$ cat src/rtl/kernel_cfg_pkg.sv
// rtl/kernel_cfg_pkg.sv - shared kernel geometry helpers and loader state encoding
package kernel_cfg_pkg;

    localparam int DEF_BITS_PER_KERNEL_WEIGHT = 6;
    localparam int DEF_KERNEL_SIZE            = 3;
    localparam int DEF_IN_CHANNELS            = 1;
    localparam int DEF_OUT_CHANNELS           = 4;

    function automatic int calc_data_width(input int bits, input int out_ch);
        return bits * out_ch;
    endfunction

    function automatic int calc_total_positions(input int in_ch, input int ksize);
        return in_ch * ksize * ksize;
    endfunction

    // A single-word kernel still needs a 1-bit address bus
    function automatic int calc_addr_width(input int total);
        return (total > 1) ? $clog2(total) : 1;
    endfunction

    function automatic int calc_chan_width(input int out_ch);
        return (out_ch > 1) ? $clog2(out_ch) : 1;
    endfunction

    localparam int DEF_DATA_WIDTH = calc_data_width(DEF_BITS_PER_KERNEL_WEIGHT, DEF_OUT_CHANNELS);
    localparam int DEF_TOTAL_KERNEL_POSITIONS = calc_total_positions(DEF_IN_CHANNELS, DEF_KERNEL_SIZE);
    localparam int DEF_ADDR_WIDTH = calc_addr_width(DEF_TOTAL_KERNEL_POSITIONS);

    typedef enum logic [1:0] {
        ST_IDLE  = 2'd0,
        ST_LOAD  = 2'd1,
        ST_FLUSH = 2'd2,
        ST_DONE  = 2'd3
    } loader_state_e;

endpackage

$ cat src/rtl/kernel_weight_loader_if.sv
// rtl/kernel_weight_loader_if.sv - weight stream, control and BRAM write port bundle
interface kernel_weight_loader_if
    import kernel_cfg_pkg::*;
#(
    parameter int BW = DEF_BITS_PER_KERNEL_WEIGHT,
    parameter int AW = DEF_ADDR_WIDTH,
    parameter int DW = DEF_DATA_WIDTH
);
    logic          start;
    logic [BW-1:0] s_weight;
    logic          s_valid;
    logic          s_ready;
    logic          bram_en;
    logic          bram_we;
    logic [AW-1:0] bram_addr;
    logic [DW-1:0] bram_data_in;
    logic          busy;
    logic          done;

    modport master (
        output start, s_weight, s_valid,
        input  s_ready, bram_en, bram_we, bram_addr, bram_data_in, busy, done
    );

    modport slave (
        input  start, s_weight, s_valid,
        output s_ready, bram_en, bram_we, bram_addr, bram_data_in, busy, done
    );
endinterface

$ cat src/rtl/weight_packer.sv
// rtl/weight_packer.sv - packs OC consecutive weights into one word, channel 0 in the low bits
module weight_packer
    import kernel_cfg_pkg::*;
#(
    parameter int B  = DEF_BITS_PER_KERNEL_WEIGHT,
    parameter int OC = DEF_OUT_CHANNELS
) (
    input  logic            clk,
    input  logic            rst_n,
    input  logic            clear,
    input  logic            beat,
    input  logic [B-1:0]    weight,
    output logic            word_valid,
    output logic [B*OC-1:0] word
);
    localparam int CW = calc_chan_width(OC);
    localparam logic [CW-1:0] LAST_CH = CW'(OC - 1);

    logic [CW-1:0]   ch_q, ch_d;
    logic [B*OC-1:0] pack_q, pack_d;

    always_comb begin
        ch_d       = ch_q;
        pack_d     = pack_q;
        word_valid = 1'b0;
        if (clear) begin
            ch_d   = '0;
            pack_d = '0;
        end else if (beat) begin
            pack_d[int'(ch_q)*B +: B] = weight;
            word_valid = (ch_q == LAST_CH);
            ch_d       = word_valid ? '0 : ch_q + CW'(1);
        end
    end

    // The completed word is handed out in the same cycle as its last beat
    assign word = pack_d;

    always_ff @(posedge clk or negedge rst_n) begin
        if (!rst_n) begin
            ch_q   <= '0;
            pack_q <= '0;
        end else begin
            ch_q   <= ch_d;
            pack_q <= pack_d;
        end
    end
endmodule

$ cat src/rtl/kernel_weight_loader.sv
// rtl/kernel_weight_loader.sv - streams kernel weights into the weight BRAM, one packed word per address
module kernel_weight_loader
    import kernel_cfg_pkg::*;
#(
    parameter int BITS_PER_KERNEL_WEIGHT = DEF_BITS_PER_KERNEL_WEIGHT,
    parameter int KERNEL_SIZE            = DEF_KERNEL_SIZE,
    parameter int IN_CHANNELS            = DEF_IN_CHANNELS,
    parameter int OUT_CHANNELS           = DEF_OUT_CHANNELS,
    parameter int DATA_WIDTH             = calc_data_width(BITS_PER_KERNEL_WEIGHT, OUT_CHANNELS),
    parameter int TOTAL_KERNEL_POSITIONS = calc_total_positions(IN_CHANNELS, KERNEL_SIZE),
    parameter int ADDR_WIDTH             = calc_addr_width(TOTAL_KERNEL_POSITIONS)
) (
    input  logic                   clk,
    input  logic                   rst_n,
    kernel_weight_loader_if.slave  bus
);
    localparam logic [1:0] S_IDLE  = ST_IDLE;
    localparam logic [1:0] S_LOAD  = ST_LOAD;
    localparam logic [1:0] S_FLUSH = ST_FLUSH;
    localparam logic [1:0] S_DONE  = ST_DONE;
    localparam logic [ADDR_WIDTH-1:0] LAST_ADDR = ADDR_WIDTH'(TOTAL_KERNEL_POSITIONS - 1);

    logic [1:0]            state_q, state_d;
    logic [ADDR_WIDTH-1:0] addr_cnt_q, addr_cnt_d;
    logic [ADDR_WIDTH-1:0] addr_q, addr_d;
    logic [DATA_WIDTH-1:0] data_q, data_d;
    logic                  en_q, en_d;
    logic                  busy_q, busy_d;
    logic                  done_q, done_d;

    logic                  s_ready;
    logic                  clear;
    logic                  word_valid;
    logic [DATA_WIDTH-1:0] word;

    assign s_ready = (state_q == S_LOAD);

    weight_packer #(
        .B  (BITS_PER_KERNEL_WEIGHT),
        .OC (OUT_CHANNELS)
    ) u_packer (
        .clk        (clk),
        .rst_n      (rst_n),
        .clear      (clear),
        .beat       (bus.s_valid && s_ready),
        .weight     (bus.s_weight),
        .word_valid (word_valid),
        .word       (word)
    );

    always_comb begin
        state_d    = state_q;
        addr_cnt_d = addr_cnt_q;
        addr_d     = addr_q;
        data_d     = data_q;
        en_d       = 1'b0;
        clear      = 1'b0;
        case (state_q)
            S_IDLE: begin
                if (bus.start) begin
                    state_d    = S_LOAD;
                    addr_cnt_d = '0;
                    clear      = 1'b1;
                end
            end
            S_LOAD: begin
                if (word_valid) begin
                    en_d   = 1'b1;
                    addr_d = addr_cnt_q;
                    data_d = word;
                    if (addr_cnt_q < LAST_ADDR) begin
                        addr_cnt_d = addr_cnt_q + ADDR_WIDTH'(1);
                    end else begin
                        state_d = S_FLUSH;
                    end
                end
            end
            S_FLUSH: state_d = S_DONE;
            default: state_d = S_IDLE;
        endcase
        // Status flags are registered from the next state so they line up with it
        busy_d = (state_d == S_LOAD) || (state_d == S_FLUSH);
        done_d = (state_d == S_DONE);
    end

    always_ff @(posedge clk or negedge rst_n) begin
        if (!rst_n) begin
            state_q    <= S_IDLE;
            addr_cnt_q <= '0;
            addr_q     <= '0;
            data_q     <= '0;
            en_q       <= 1'b0;
            busy_q     <= 1'b0;
            done_q     <= 1'b0;
        end else begin
            state_q    <= state_d;
            addr_cnt_q <= addr_cnt_d;
            addr_q     <= addr_d;
            data_q     <= data_d;
            en_q       <= en_d;
            busy_q     <= busy_d;
            done_q     <= done_d;
        end
    end

    assign bus.s_ready      = s_ready;
    assign bus.bram_en      = en_q;
    assign bus.bram_we      = en_q;
    assign bus.bram_addr    = addr_q;
    assign bus.bram_data_in = data_q;
    assign bus.busy         = busy_q;
    assign bus.done         = done_q;
endmodule

$ cat src/flat_wrapper.sv
// flat-port wrapper written by rule: the top's interface ports become plain ports
module kernel_weight_loader_flat import kernel_cfg_pkg::*;
#(
    parameter int BITS_PER_KERNEL_WEIGHT = DEF_BITS_PER_KERNEL_WEIGHT,
    parameter int KERNEL_SIZE            = DEF_KERNEL_SIZE,
    parameter int IN_CHANNELS            = DEF_IN_CHANNELS,
    parameter int OUT_CHANNELS           = DEF_OUT_CHANNELS,
    parameter int DATA_WIDTH             = calc_data_width(BITS_PER_KERNEL_WEIGHT, OUT_CHANNELS),
    parameter int TOTAL_KERNEL_POSITIONS = calc_total_positions(IN_CHANNELS, KERNEL_SIZE),
    parameter int ADDR_WIDTH             = calc_addr_width(TOTAL_KERNEL_POSITIONS)
)
  (clk, rst_n, bus_start, bus_s_weight, bus_s_valid, bus_s_ready, bus_bram_en, bus_bram_we, bus_bram_addr, bus_bram_data_in, bus_busy, bus_done);
  kernel_weight_loader_if #(.BW(6), .AW(4), .DW(24)) bus_i ();
  input  logic clk;
  input  logic rst_n;
  input wire logic [$bits(bus_i.start)-1:0] bus_start;
  input wire logic [$bits(bus_i.s_weight)-1:0] bus_s_weight;
  input wire logic [$bits(bus_i.s_valid)-1:0] bus_s_valid;
  output wire logic [$bits(bus_i.s_ready)-1:0] bus_s_ready;
  output wire logic [$bits(bus_i.bram_en)-1:0] bus_bram_en;
  output wire logic [$bits(bus_i.bram_we)-1:0] bus_bram_we;
  output wire logic [$bits(bus_i.bram_addr)-1:0] bus_bram_addr;
  output wire logic [$bits(bus_i.bram_data_in)-1:0] bus_bram_data_in;
  output wire logic [$bits(bus_i.busy)-1:0] bus_busy;
  output wire logic [$bits(bus_i.done)-1:0] bus_done;
  assign bus_i.start = bus_start;
  assign bus_i.s_weight = bus_s_weight;
  assign bus_i.s_valid = bus_s_valid;
  assign bus_s_ready = bus_i.s_ready;
  assign bus_bram_en = bus_i.bram_en;
  assign bus_bram_we = bus_i.bram_we;
  assign bus_bram_addr = bus_i.bram_addr;
  assign bus_bram_data_in = bus_i.bram_data_in;
  assign bus_busy = bus_i.busy;
  assign bus_done = bus_i.done;
  kernel_weight_loader #(.BITS_PER_KERNEL_WEIGHT(BITS_PER_KERNEL_WEIGHT), .KERNEL_SIZE(KERNEL_SIZE), .IN_CHANNELS(IN_CHANNELS), .OUT_CHANNELS(OUT_CHANNELS), .DATA_WIDTH(DATA_WIDTH), .TOTAL_KERNEL_POSITIONS(TOTAL_KERNEL_POSITIONS), .ADDR_WIDTH(ADDR_WIDTH)) u_core (.clk(clk), .rst_n(rst_n), .bus(bus_i));
endmodule
$ cat config.mk
export PLATFORM = sky130hd
export DESIGN_NAME = kernel_weight_loader_flat
export DESIGN_NICKNAME = d
export VERILOG_FILES = /design/src/rtl/kernel_cfg_pkg.sv /design/src/rtl/kernel_weight_loader_if.sv /design/src/rtl/weight_packer.sv /design/src/rtl/kernel_weight_loader.sv /design/src/flat_wrapper.sv
export SDC_FILE = /design/constraint.sdc
export NUM_CORES = 1
export LEC_CHECK = 0
export BUFFER_PORTS_ARGS = -buffer_cell sky130_fd_sc_hd__buf_2
export CORE_ASPECT_RATIO = 1.25
export CORE_MARGIN = 2
export CORE_UTILIZATION = 49
export CTS_CLUSTER_DIAMETER = 60
export DETAILED_ROUTE_END_ITERATION = 8
export GPL_TIMING_DRIVEN = 1
export PLACE_DENSITY = 0.74
export SYNTH_ARGS = -nofsm -noshare
export SYNTH_HDL_FRONTEND = slang
export SYNTH_SLANG_ARGS = --single-unit
$ cat constraint.sdc
create_clock -name clk -period 2.15 [get_ports clk]
set_clock_uncertainty 0.15 [all_clocks]
set_input_delay 0.1075 -clock clk [delete_from_list [all_inputs] [get_ports clk]]
set_output_delay 0.1075 -clock clk [all_outputs]
set_load 0.01 [all_outputs]
# --- Word-level counts from Yosys, hierarchy flattened ---
# Cells that the tools add are included.
totals:
  ff_bits: 63
  inputBits: 10
  word_cells: 52
op_classes:
  n_addsub: 3
  mul: 1
  n_lt_le_gt_ge: 1
  n_eq_ne: 9
  shifts: 2
  n_mux: 20
  n_reduce_logical: 7
op_table:
  columns: ["op", "n"]
  rows:
  - ["24-bit two-way mux", 2]
  - ["32-bit negator with 33-bit output", 1]
  - ["6-bit by 33-bit variable shift with 24-bit output (first input constant)", 1]
  - ["6-bit by 33-bit variable part select with 24-bit output", 1]
  - ["24-bit bitwise mux", 1]
  - ["2-bit two-way mux", 6]
  - ["4-bit two-way mux", 3]
  - ["2-bit == test (second input constant)", 4]
  - ["4-bit one-hot mux with 2 select lines", 1]
  - ["1-bit two-way mux", 6]
  - ["2-bit != test (second input constant)", 3]
  - ["2-bit one-hot mux with 3 select lines", 1]
  - ["4-bit by 1-bit adder with 4-bit output (second input constant)", 1]
  - ["2-bit by 1-bit == test with 1-bit output (second input constant)", 2]
  - ["4-bit < comparator (second input constant)", 1]
  - ["2-bit by 2-bit multiplier with 4-bit output (second input constant)", 1]
  - ["4-bit AND reduction", 1]
  - ["2-bit nonzero test", 2]
  - ["2-bit by 1-bit adder with 2-bit output (second input constant)", 1]
  - ["2-bit zero test", 1]
  - ["2-bit AND reduction", 1]
  - ["1-bit logical AND", 1]
  - ["1-bit logical OR", 1]

# --- Depth between registers and ports, before layout ---
# Gate-level depths: netlist of run 1.
logic_depth:
  depth_word: 8
  ltp_mapped: 9
  mapped_depth_nobuf: 7

# --- Cells and area by module ---
# From an unflattened synthesis of run 1, not the netlist that was laid out.
hier_totals:
  cells_unflattened: 296
  area_unflattened_um2: 3015.4
by_module_without_submodules:
  columns: ["module", "instances", "cells_each", "area_each_um2", "seq_area_each_um2"]
  rows:
  - ["weight_packer", 1, 147, 1557.7, 650.6]
  - ["kernel_weight_loader", 1, 149, 1457.6, 925.9]

# --- Least setup slack after synthesis of run 1 ---
# Ideal clock, no wire load.
synth_path:
  path_kind: "reg-to-reg"
  startpoint: "register u_core.u_packer.ch_q[0]"
  endpoint: "register u_core.data_q[10], in the netlist u_core.bus.bram_data_in[10]"
  setup_ns: 0.137
  t_arrival_ns: 1.933
  required_ns: 1.863
  setup_slack_ns: -0.070
  stages_incl_launch_ff: 10
  n_path_buf: 3
  synth_period_minus_slack_ns: 2.220
  cell_sequence: "dfrtp_1 > buf_2 > clkbuf_8 > inv_1 > ha_1 > nand2b_1 > clkbuf_1 > nor3_1 > a32oi_1 > a21oi_1"
synth_between:
  elab_chain_cells: 6
  elab_cells_between_ends: 11
synth_rtl:
  columns: ["element", "line_no", "source"]
  rows:
  - ["from (decl)", "weight_packer.sv:19", "logic [CW-1:0] ch_q, ch_d;"]
  - ["from (signal assigned)", "weight_packer.sv:44", "ch_q <= ch_d;"]
  - ["2-bit by 2-bit multiplier with 4-bit output", "weight_packer.sv:30", "pack_d[int'(ch_q)*B +: B] = weight;"]
  - ["32-bit negator with 33-bit output", "weight_packer.sv:30", null]
  - ["6-bit by 33-bit variable part select with 24-bit output / 6-bit by 33-bit variable shift with 24-bit output (equally long branches)", "weight_packer.sv:30", null]
  - ["24-bit bitwise mux", "weight_packer.sv:30", null]
  - ["24-bit two-way mux", "weight_packer.sv:29", "end else if (beat) begin"]
  - ["24-bit two-way mux", "weight_packer.sv:26", "if (clear) begin"]
  - ["to (signal assigned)", "kernel_weight_loader.sv:99", "data_q <= data_d;"]
  - ["to (decl)", "kernel_weight_loader.sv:26", "logic [DATA_WIDTH-1:0] data_q, data_d;"]
# Parallel ways exist; a longest one is shown, timed or not.
# A chain may end at the register's enable or synchronous reset.

# --- Worst setup path in the final report of run 1 ---
layout_path:
  startpoint: "register u_core.u_packer.ch_q[1]"
  endpoint: "register u_core.data_q[18], in the netlist u_core.bus.bram_data_in[18]"
# The elaborated chain is that of the path after synthesis.

==> reports/qor.yml, run 1 <==
power.share.combinational: 0.415
globalplace.congestion: 0.865
post_drt_wl_per_cell_um: 14.1
grt_pass1_vias: 1886
cts-buffers-inserted: 9
critPathCaptureType: "flop"
mostFrequentLayoutCell: "dfrtp_1"
die_h_um: 84.3
layout-drive-gt1-share: 0.252
p_per_area_mw_per_mm2: 1440
synth_area_sq_mm: 0.00253
worst_ep_arrival_time_ns: 2.14
status: "completed"
setup_viol: 0
p_sw_frac: 0.388
overflow: 0
core_sq_mm: 0.00504
synth.distinct_cells: 38
tightest_slew_ns: 0.689
finalMaxSlewViolations: 0
clkTransAtPathRegs_ns: 0.06
cts_buffer_depth: 2
grt_use_met2: 0.317
layout_setup_ws_ns: 0.128
post-route-period-util: 0.941
rsz0062_at_grt: "false"
final_cell_mix: "57 x dfrtp_1, 44 x nor2_1, 42 x buf_2"
finalHoldViolCount: 0
slew-limit-headroom: 0.541
clockRootBuffer: "clkbuf_8"
rows: 29
vdd_drop_max_uv: 986
ys_seq_area_frac: 0.564
grt_pass1_wl_mm: 9.08
synth_edf_count: 0
fin_nets: 325
r2r_slack_ns: 0.13
synth_seq_cells: 57
dr.first_iter.drc_count: 103
grt.busiest_layer: "met2"
tritoncts: "built"
synth_nets: 268
fmax_ghz: 0.494
wl_mm: 5.30
pwr-share-clk: 0.194
via_count: 2021
cp-start-kind: "flop"
port_buffers: 42
die_area_sq_mm: 0.00575
route.detailed.drc: 0
internal_power_w: 0.00271
pwr-share-seq: 0.392
use_met1: 0.282
synthCells: 251
synthArstFlopShare: 1.00
placed_area_sq_mm: 0.00282
fillCellCount: 436
grt.total_usage: 0.214
io-pin-count: 43
dp_hpwl_mm: 3.71
power.static_leakage_nw: 1.51
final_area_sq_mm: 0.00308
first_pass_iters: 4
worstPathMaxFanout: 8
syn2layout_area_growth_pct: 21.9
avgSynthCellArea_sq_um: 10.1
critPathKind: "reg2reg"
hold_class: "in2reg"
power_switching_w: 0.00172
yosys_warnings: 0
clk_latency_ns: 0.33
met3_usage: 0.0563
synthFlopType: "dfrtp_1"
h-tree-depth: 3
crit_required_ns: 2.27
place_ws_ns: 0.0721
final_util: 0.611
viasPerCell: 5.39
grt_max_degree: 58
place_inst: 352
die_x_um: 68.3
start_util: 0.501
fin_crit_ns: 2.02
antenna_cells: 0
fin_setup_tns_ns: 0
ant_nets: 0
layout.cells.non_filler: 375
clock-sinks: 57
maxCapViolCount: 0
grt_antenna_before_repair: 0
[flip-flops by register name, indices dropped and copies added (netlist names)]
name and flops:
u_core.bus.bram_data_in 24, u_core.u_packer.pack_q 18, u_core.addr_cnt_q 4, u_core.bus.bram_addr 4
u_core.state_q 2, u_core.u_packer.ch_q 2, u_core.bus.bram_en 1, u_core.bus.busy 1
u_core.bus.done 1
[cell type report]
| class | instances | area, sq um | area share |
|---|---|---|---|
| multi-input combinational | 176 | 1030 | 0.334 |
| timing repair buffer | 60 | 360 | 0.117 |
| clock buffer | 13 | 159 | 0.0516 |
| tap | 62 | 77.6 | 0.0252 |
| inverter | 4 | 15.0 | 0.00487 |
| sequential | 57 | 1430 | 0.463 |
| clock inverter | 3 | 15.0 | 0.00487 |
[power by group through the flow]
| stage | sequential (W) | clock, W | combinational [W] |
|---|---|---|---|
| floorplan | 0.00185 | 0 | 0.00112 |
| global placement | 0.00174 | 0 | 0.00174 |
| detailed placement | 0.00175 | 0 | 0.00179 |
| CTS | 0.00174 | 0.000884 | 0.00180 |
| global route | 0.00180 | 0.000939 | 0.00207 |
| finish | 0.00174 | 0.000859 | 0.00184 |
[final timing paths]
path,start,end,depth (start not counted)
worst max-delay path,u_core.u_packer.ch_q[1]$_DFFE_PN0P_,u_core.bus.bram_data_in[18]$_DFFE_PN0P_,6
worst min-delay path,bus_s_weight[0],u_core.bus.bram_data_in[18]$_DFFE_PN0P_,4
worst max register to register,u_core.u_packer.ch_q[1]$_DFFE_PN0P_,u_core.bus.bram_data_in[18]$_DFFE_PN0P_,6
worst min register to register,u_core.bus.bram_addr[1]$_DFFE_PN0P_,u_core.bus.bram_addr[1]$_DFFE_PN0P_,2
max in group asynchronous,rst_n,u_core.bus.bram_addr[2]$_DFFE_PN0P_,3
min in group asynchronous,rst_n,u_core.bus.bram_data_in[15]$_DFFE_PN0P_,3
[through the flow]
| stage | hold slack, ns | power [W] |
|---|---|---|
| after floorplan | -0.338 | 0.00297 |
| after global placement | 0.132 | 0.00349 |
| after detailed placement | 0.136 | 0.00353 |
| after CTS | 0.0284 | 0.00443 |
| after global routing | 0.0617 | 0.00480 |
| final | 0.0595 | 0.00443 |
[metal layers]
metal  wire length, um  vias up
met2              2570       58
li1                  -      986
met5                 0        -
met1              2340      963
met4               155        0
met3               240       14
[logic make-up (layout without fill, tap and decap cells)]
logic type                 Yosys count  count (layout)  synth area share
and+or+nand+nor                    112             112             0.206
AOI/OAI and AO/OA                   48              48             0.118
xor gates and xnor gates             4               4            0.0168
adders and majority gates            7               7            0.0346
DFF                                 57              57             0.564
muxes                                5               5            0.0203
buffers and inverters               18              80            0.0401
[synth_stat cells, drive strengths merged, types with 5 or more instances]
cell    number  area share
a21oi       23       0.046
a22oi       10       0.030
buf          5       0.013
clkbuf       9       0.021
dfrtp       57        0.56
ha           7       0.035
nand2       30       0.045
nor2        46       0.069
nor3         8       0.016
nor4         7       0.017
o21ai        5      0.0099
[worst max-delay path, stage by stage, from the launching register on]
cell	delay (ns)
dfrtp_1	0.41
inv_1	0.12
ha_2	0.29
xor2_2	0.36
nand3_1	0.13
a2111o_1	0.44
nand2_1	0.06
[what timing repair did]
| item | in CTS | in global routing |
|---|---|---|
| hold buffers | 6 | 0 |
| hold endpoints to repair | 64 | 0 |
| resized for setup | 0 | 4 |
| endpoints found under the setup margin | 0 | 6 |
| buffers inserted | 0 | 1 |
Power figures use the tool's default switching activity.
==> inputs of run 2 (changes only) <==
Settings changed: CORE_UTILIZATION 49 to 55, PLACE_DENSITY 0.74 to 0.78.
Clock period 2.15 ns to 2.25 ns, I/O delays scaled along.
==> run 2 against run 1 <==
Global-route usage increased by 0.61 points. Via count is 1.7% lower. Final area is 1.2% lower. Critical endpoint unchanged. Largest power group unchanged.
==> reports/qor.yml, run 2 (same netlist as run 1, synthesis figures left out) <==
r2r_slack_ns: 0.16  # +0.03 ns
critPathCaptureType: "flop"
finalPower_w: 0.00418  # -5.8%
grt_antenna_before_repair: 0  # unchanged
final_cell_mix: "57 x dfrtp_1, 45 x nor2_1, 42 x buf_2"
finalMaxSlewViolations: 0  # unchanged
port_buffers: 42  # unchanged
placed_area_sq_mm: 0.00279  # -1.2%
clockRootBuffer: "clkbuf_8"
cpPeakStageDelay_ns: 0.52  # +0.08 ns
h-tree-depth: 3  # unchanged
worst_ep_arrival_time_ns: 2.21  # +0.07 ns
cts-buffers-inserted: 9  # unchanged
status: "completed"
slew-limit-headroom: 0.577  # +0.0362
fmax_ghz: 0.479  # -3.2%
setup_viol: 0  # unchanged
layout-drive-gt1-share: 0.233  # -0.0194
core_sq_mm: 0.00443  # -12%
startpoint: "u_core.u_packer.ch_q[1]$_DFFE_PN0P_"
fin_setup_tns_ns: 0  # unchanged
r2r-end: "u_core.bus.bram_data_in[18]$_DFFE_PN0P_"
maxCapViolCount: 0  # unchanged
cp_cell_sequence: "inv_1, ha_1, xnor2_1, nand3b_1, a2111o_1, nand2_1"
die_area_sq_mm: 0.00516  # -10%
start_util: 0.571  # +0.0700
worstPathMaxFanout: 6  # -2
r2r_start: "u_core.u_packer.ch_q[1]$_DFFE_PN0P_"
first_pass_iters: 4  # unchanged
die_h_um: 79.8  # -5.3%
critPathKind: "reg2reg"
dp_hpwl_mm: 3.60  # -2.8%
power.static_leakage_nw: 1.49  # -0.99%
cp-start-kind: "flop"
finalHoldViolCount: 0  # unchanged
grt_max_degree: 30  # -48%
post_drt_wl_per_cell_um: 14.2  # +0.52%
largest_reg_flops: 24  # unchanged
post-route-period-util: 0.929  # -0.0118
viasPerCell: 5.41  # +0.41%
globalplace.congestion: 0.817  # -5.6%
antenna_cells: 0  # unchanged
hold_class: "in2reg"
final_area_sq_mm: 0.00305  # -1.2%
rsz0062_at_grt: "false"
overflow: 0  # unchanged
crit_path_end: "u_core.bus.bram_data_in[18]$_DFFE_PN0P_"
mostFrequentLayoutCell: "dfrtp_1"
clock-sinks: 57  # unchanged
clkTransAtPathRegs_ns: 0.06  # about the same
place_inst: 344  # -2.3%
reg2regPathDepth: 6  # unchanged
grt.total_usage: 0.220  # +0.00606
clk_latency_ns: 0.33  # about the same
grt_pass1_vias: 1790  # -5.1%
ant_nets: 0  # unchanged
layout.cells.non_filler: 367  # -2.1%
fillCellCount: 353  # -19%
fin_nets: 321  # -1.2%
via_count: 1986  # -1.7%
grt_pass1_wl_mm: 8.33  # -8.3%
fin_crit_ns: 2.09  # +0.0676 ns
vdd_drop_max_uv: 841  # -15%
die_x_um: 64.6  # -5.3%
dr.first_iter.drc_count: 122  # +18%
p_per_area_mw_per_mm2: 1370  # -4.6%
wl_mm: 5.22  # -1.6%
tightest_slew_ns: 0.635  # -0.0544 ns
io-pin-count: 43  # unchanged
tritoncts: "built"
rows: 27  # -6.9%
critical_path.slowest_cell: "xnor2_1"
crit_required_ns: 2.37  # +0.10 ns
cts_buffer_depth: 2  # unchanged
syn2layout_area_growth_pct: 20.4
seq_area_sq_mm: 0.00143  # unchanged
route.detailed.drc: 0  # unchanged
multi_input_area_sq_mm: 0.00102  # -1.1%
[run 2: how the worst min path moves through the flow]
stage,slack (ns),endpoint,start,depth (start not counted)
after detailed placement,0.02,u_core.bus.bram_addr[3]$_DFFE_PN0P_,rst_n,1
after floorplan,-0.33,u_core.addr_cnt_q[0]$_DFFE_PN0P_,rst_n,0
after CTS,0.01,u_core.state_q[0]$_DFF_PN0_,bus_start,3
after global routing,0.05,u_core.state_q[0]$_DFF_PN0_,bus_start,3
final,0.02,u_core.state_q[0]$_DFF_PN0_,bus_start,3
after global placement,0.03,u_core.bus.bram_addr[3]$_DFFE_PN0P_,rst_n,1
[run 2: layout make-up]
cell class,count,area share
tap,58,0.0238
sequential,57,0.468
clock inverter,3,0.00493
clock buffer,13,0.0522
timing repair buffer,56,0.112
inverter,4,0.00493
multi-input combinational,176,0.334
[run 2: critical path, delay by kind of cell, from the launching register on]
kind	cells	cell delay (ns)
XOR/XNOR	1	0.52
buffers and inverters	1	0.09
adder cells (fa/ha/maj)	1	0.28
AO/OA/AOI/OAI	1	0.39
flip-flops	1	0.39
AND/OR/NAND/NOR	2	0.20
[run 2: metal layers]
layer	GRT usage	routed length, um
met1	0.287	2440
met2	0.335	2430
met3	0.0719	251
met4	0.0979	93
met5	0	0
[run 2: through the flow]
stage          setup WS, ns  hold WS (ns)  utilization
2_1_floorplan        0.0300        -0.333            -
5_1_grt             0.00921        0.0532        0.688
6_report              0.160        0.0228        0.688
3_5_place_dp         0.0751        0.0236        0.630
3_3_place_gp          0.118        0.0264        0.630
4_1_cts              0.0836        0.0140        0.681
[run 2: where the power goes]
group,internal [W],switching (W)
registers,0.00144,0.000214
logic,0.000658,0.00104
clock network,0.000454,0.000372
[run 2: what timing repair did]
item / 4_1_cts / 5_1_grt
hold buffers: 5 / 0
buffers inserted: 0 / 2
gates resized for setup: 0 / 3
endpoints found under the setup margin: 0 / 6
hold endpoints to repair: 33 / 0
==> inputs of run 3 (changes only) <==
Settings changed: CORE_UTILIZATION 55 to 40, PLACE_DENSITY 0.78 to not set.
==> run 3 against run 2 <==
Total power up 6.9%. Wire length up 8.1%. Global-route usage down 3.9 points. Final area up 4.1%. Non-clock buffer count up 5. Die area up 35%. Sequential share of layout area down 1.9 points. Fmax down 0.34%. Core utilization down 17 points. Critical path type unchanged. Critical endpoint unchanged. Largest cell class unchanged. Largest power group unchanged. Highest routed layer unchanged.
==> reports/qor.yml, run 3 (same netlist as run 1, synthesis figures left out) <==
grt_pass1_wl_mm: 9.13  # +9.6%
fin_nets: 326  # +1.6%
slew-limit-headroom: 0.620  # +0.0430
clkTransAtPathRegs_ns: 0.06  # about the same
r2r_start: "u_core.u_packer.ch_q[0]$_DFFE_PN0P_"
cts-buffers-inserted: 9  # unchanged
cp-start-kind: "flop"
critPathCaptureType: "flop"
syn2layout_area_growth_pct: 25.4
finalHoldViolCount: 0  # unchanged
die_h_um: 92.9  # +16%
clk_latency_ns: 0.34  # about the same
layout.cells.non_filler: 399  # +8.7%
globalplace.congestion: 0.824  # +0.92%
power_switching_w: 0.00168  # +3.2%
largest_reg_flops: 24  # unchanged
grt_antenna_before_repair: 0  # unchanged
final_util: 0.518  # -0.170
pwr-share-clk: 0.236  # +0.038
startpoint: "u_core.u_packer.ch_q[0]$_DFFE_PN0P_"
vdd_drop_max_uv: 648  # -23%
grt.total_usage: 0.180  # -0.0395
route.detailed.drc: 0  # unchanged
start_util: 0.413  # -0.159
antenna_cells: 0  # unchanged
first_pass_iters: 6  # +2
fin_setup_tns_ns: 0  # unchanged
die_x_um: 75.1  # +16%
port_buffers: 42  # unchanged
crit_required_ns: 2.38  # about the same
rows: 32  # +19%
h-tree-depth: 3  # unchanged
rsz0062_at_grt: "false"
viasPerCell: 5.04  # -6.8%
r2r-end: "u_core.bus.bram_data_in[18]$_DFFE_PN0P_"
dp_hpwl_mm: 3.88  # +7.6%
cts_buffer_depth: 2  # unchanged
internal_power_w: 0.00279  # +9.3%
r2r_slack_ns: 0.15  # about the same
post_drt_wl_per_cell_um: 14.1  # -0.60%
final_cell_mix: "57 x dfrtp_1, 44 x nor2_1, 42 x buf_2"
pwr-share-seq: 0.371  # -0.024
worst_ep_arrival_time_ns: 2.23  # +0.02 ns
status: "completed"
overflow: 0  # unchanged
ant_nets: 0  # unchanged
grt_max_degree: 35  # +17%
tightest_slew_ns: 0.570  # -0.0645 ns
power.share.combinational: 0.393  # -0.014
p_per_area_mw_per_mm2: 1410  # +2.7%
p_sw_frac: 0.376  # -0.0137
tritoncts: "built"
clock-sinks: 57  # unchanged
clockRootBuffer: "clkbuf_8"
critPathKind: "reg2reg"
setup_viol: 0  # unchanged
fmax_ghz: 0.477  # -0.34%
die_area_sq_mm: 0.00698  # +35%
mostFrequentLayoutCell: "dfrtp_1"
finalMaxSlewViolations: 0  # unchanged
power.static_leakage_nw: 1.54  # +3.2%
layout-drive-gt1-share: 0.252  # +0.0186
grt_pass1_vias: 1882  # +5.1%
maxCapViolCount: 0  # unchanged
place_inst: 376  # +9.3%
wl_mm: 5.64  # +8.1%
dr.first_iter.drc_count: 100  # -18%
core_sq_mm: 0.00613  # +38%
hold_class: "in2reg"
reg2regPathDepth: 6  # unchanged
io-pin-count: 43  # unchanged
post-route-period-util: 0.932  # +0.00315
via_count: 2012  # +1.3%
crit_path_end: "u_core.bus.bram_data_in[18]$_DFFE_PN0P_"
worstPathMaxFanout: 8  # +2
fin_crit_ns: 2.10  # +0.00708 ns
run 3: power by group through the flow:
stage          Sequential (W)  Clock [W]  Combinational (W)
6_report              0.00166    0.00105            0.00176
5_1_grt               0.00171    0.00113            0.00198
4_1_cts               0.00166    0.00108            0.00172
3_5_place_dp          0.00167          0            0.00171
3_3_place_gp          0.00167          0            0.00168
2_1_floorplan         0.00176          0            0.00105
run 3: routing by layer:
| layer | up-vias | GRT usage | part of all wire |
|---|---|---|---|
| met2 | 58 | 0.268 | 0.46 |
| li1 | 997 | - | - |
| met4 | 0 | 0.0848 | 0.021 |
| met1 | 949 | 0.235 | 0.46 |
| met3 | 8 | 0.0598 | 0.055 |
| met5 | - | 0 | 0 |
run 3: final cells by class:
class	instances	area [sq um]
well taps	85	106
inverters	4	15.0
repair buffers	61	380
flip-flops and latches	57	1430
fillers	598	2950
multi-input cells	176	1020
clock inverters	5	78.8
clock buffers	11	141
run 3: worst min-delay path by stage:
stage               cells after the start  slack [ns]                                      end       startpoint
floorplan                               0       -0.33         u_core.addr_cnt_q[0]$_DFFE_PN0P_            rst_n
global placement                        1      -0.007   u_core.bus.bram_data_in[8]$_DFFE_PN0P_            rst_n
detailed placement                      1       -0.01                u_core.bus.busy$_DFF_PN0_            rst_n
CTS                                     4        0.04  u_core.bus.bram_data_in[18]$_DFFE_PN0P_  bus_s_weight[0]
global route                            4        0.05  u_core.bus.bram_data_in[18]$_DFFE_PN0P_  bus_s_weight[0]
finish                                  4        0.06  u_core.bus.bram_data_in[18]$_DFFE_PN0P_  bus_s_weight[0]
run 3: stage by stage:
stage	worst slack, ns	area [sq um]	total power, W	hold slack, ns
2_1_floorplan	0.0300	2530	0.00281	-0.333
3_3_place_gp	0.0680	2860	0.00334	-0.00731
3_5_place_dp	0.0346	2860	0.00338	-0.0107
4_1_cts	0.0423	3140	0.00446	0.0365
5_1_grt	0.0365	3170	0.00482	0.0528
6_report	0.153	3170	0.00447	0.0562
run 3: repair_timing:
action / in CTS / in global routing
hold buffers: 6 / 0
resized for setup: 0 / 5
hold endpoints to repair: 31 / 0
setup buffers: 0 / 1
endpoints found under the setup margin: 0 / 14
run 3: critical path, stage by stage (launching register included):
cell      delay, ns
dfrtp_1        0.38
inv_1          0.14
ha_1           0.37
xor2_2         0.37
nand3_1        0.14
a2111o_1       0.44
nand2_1        0.06
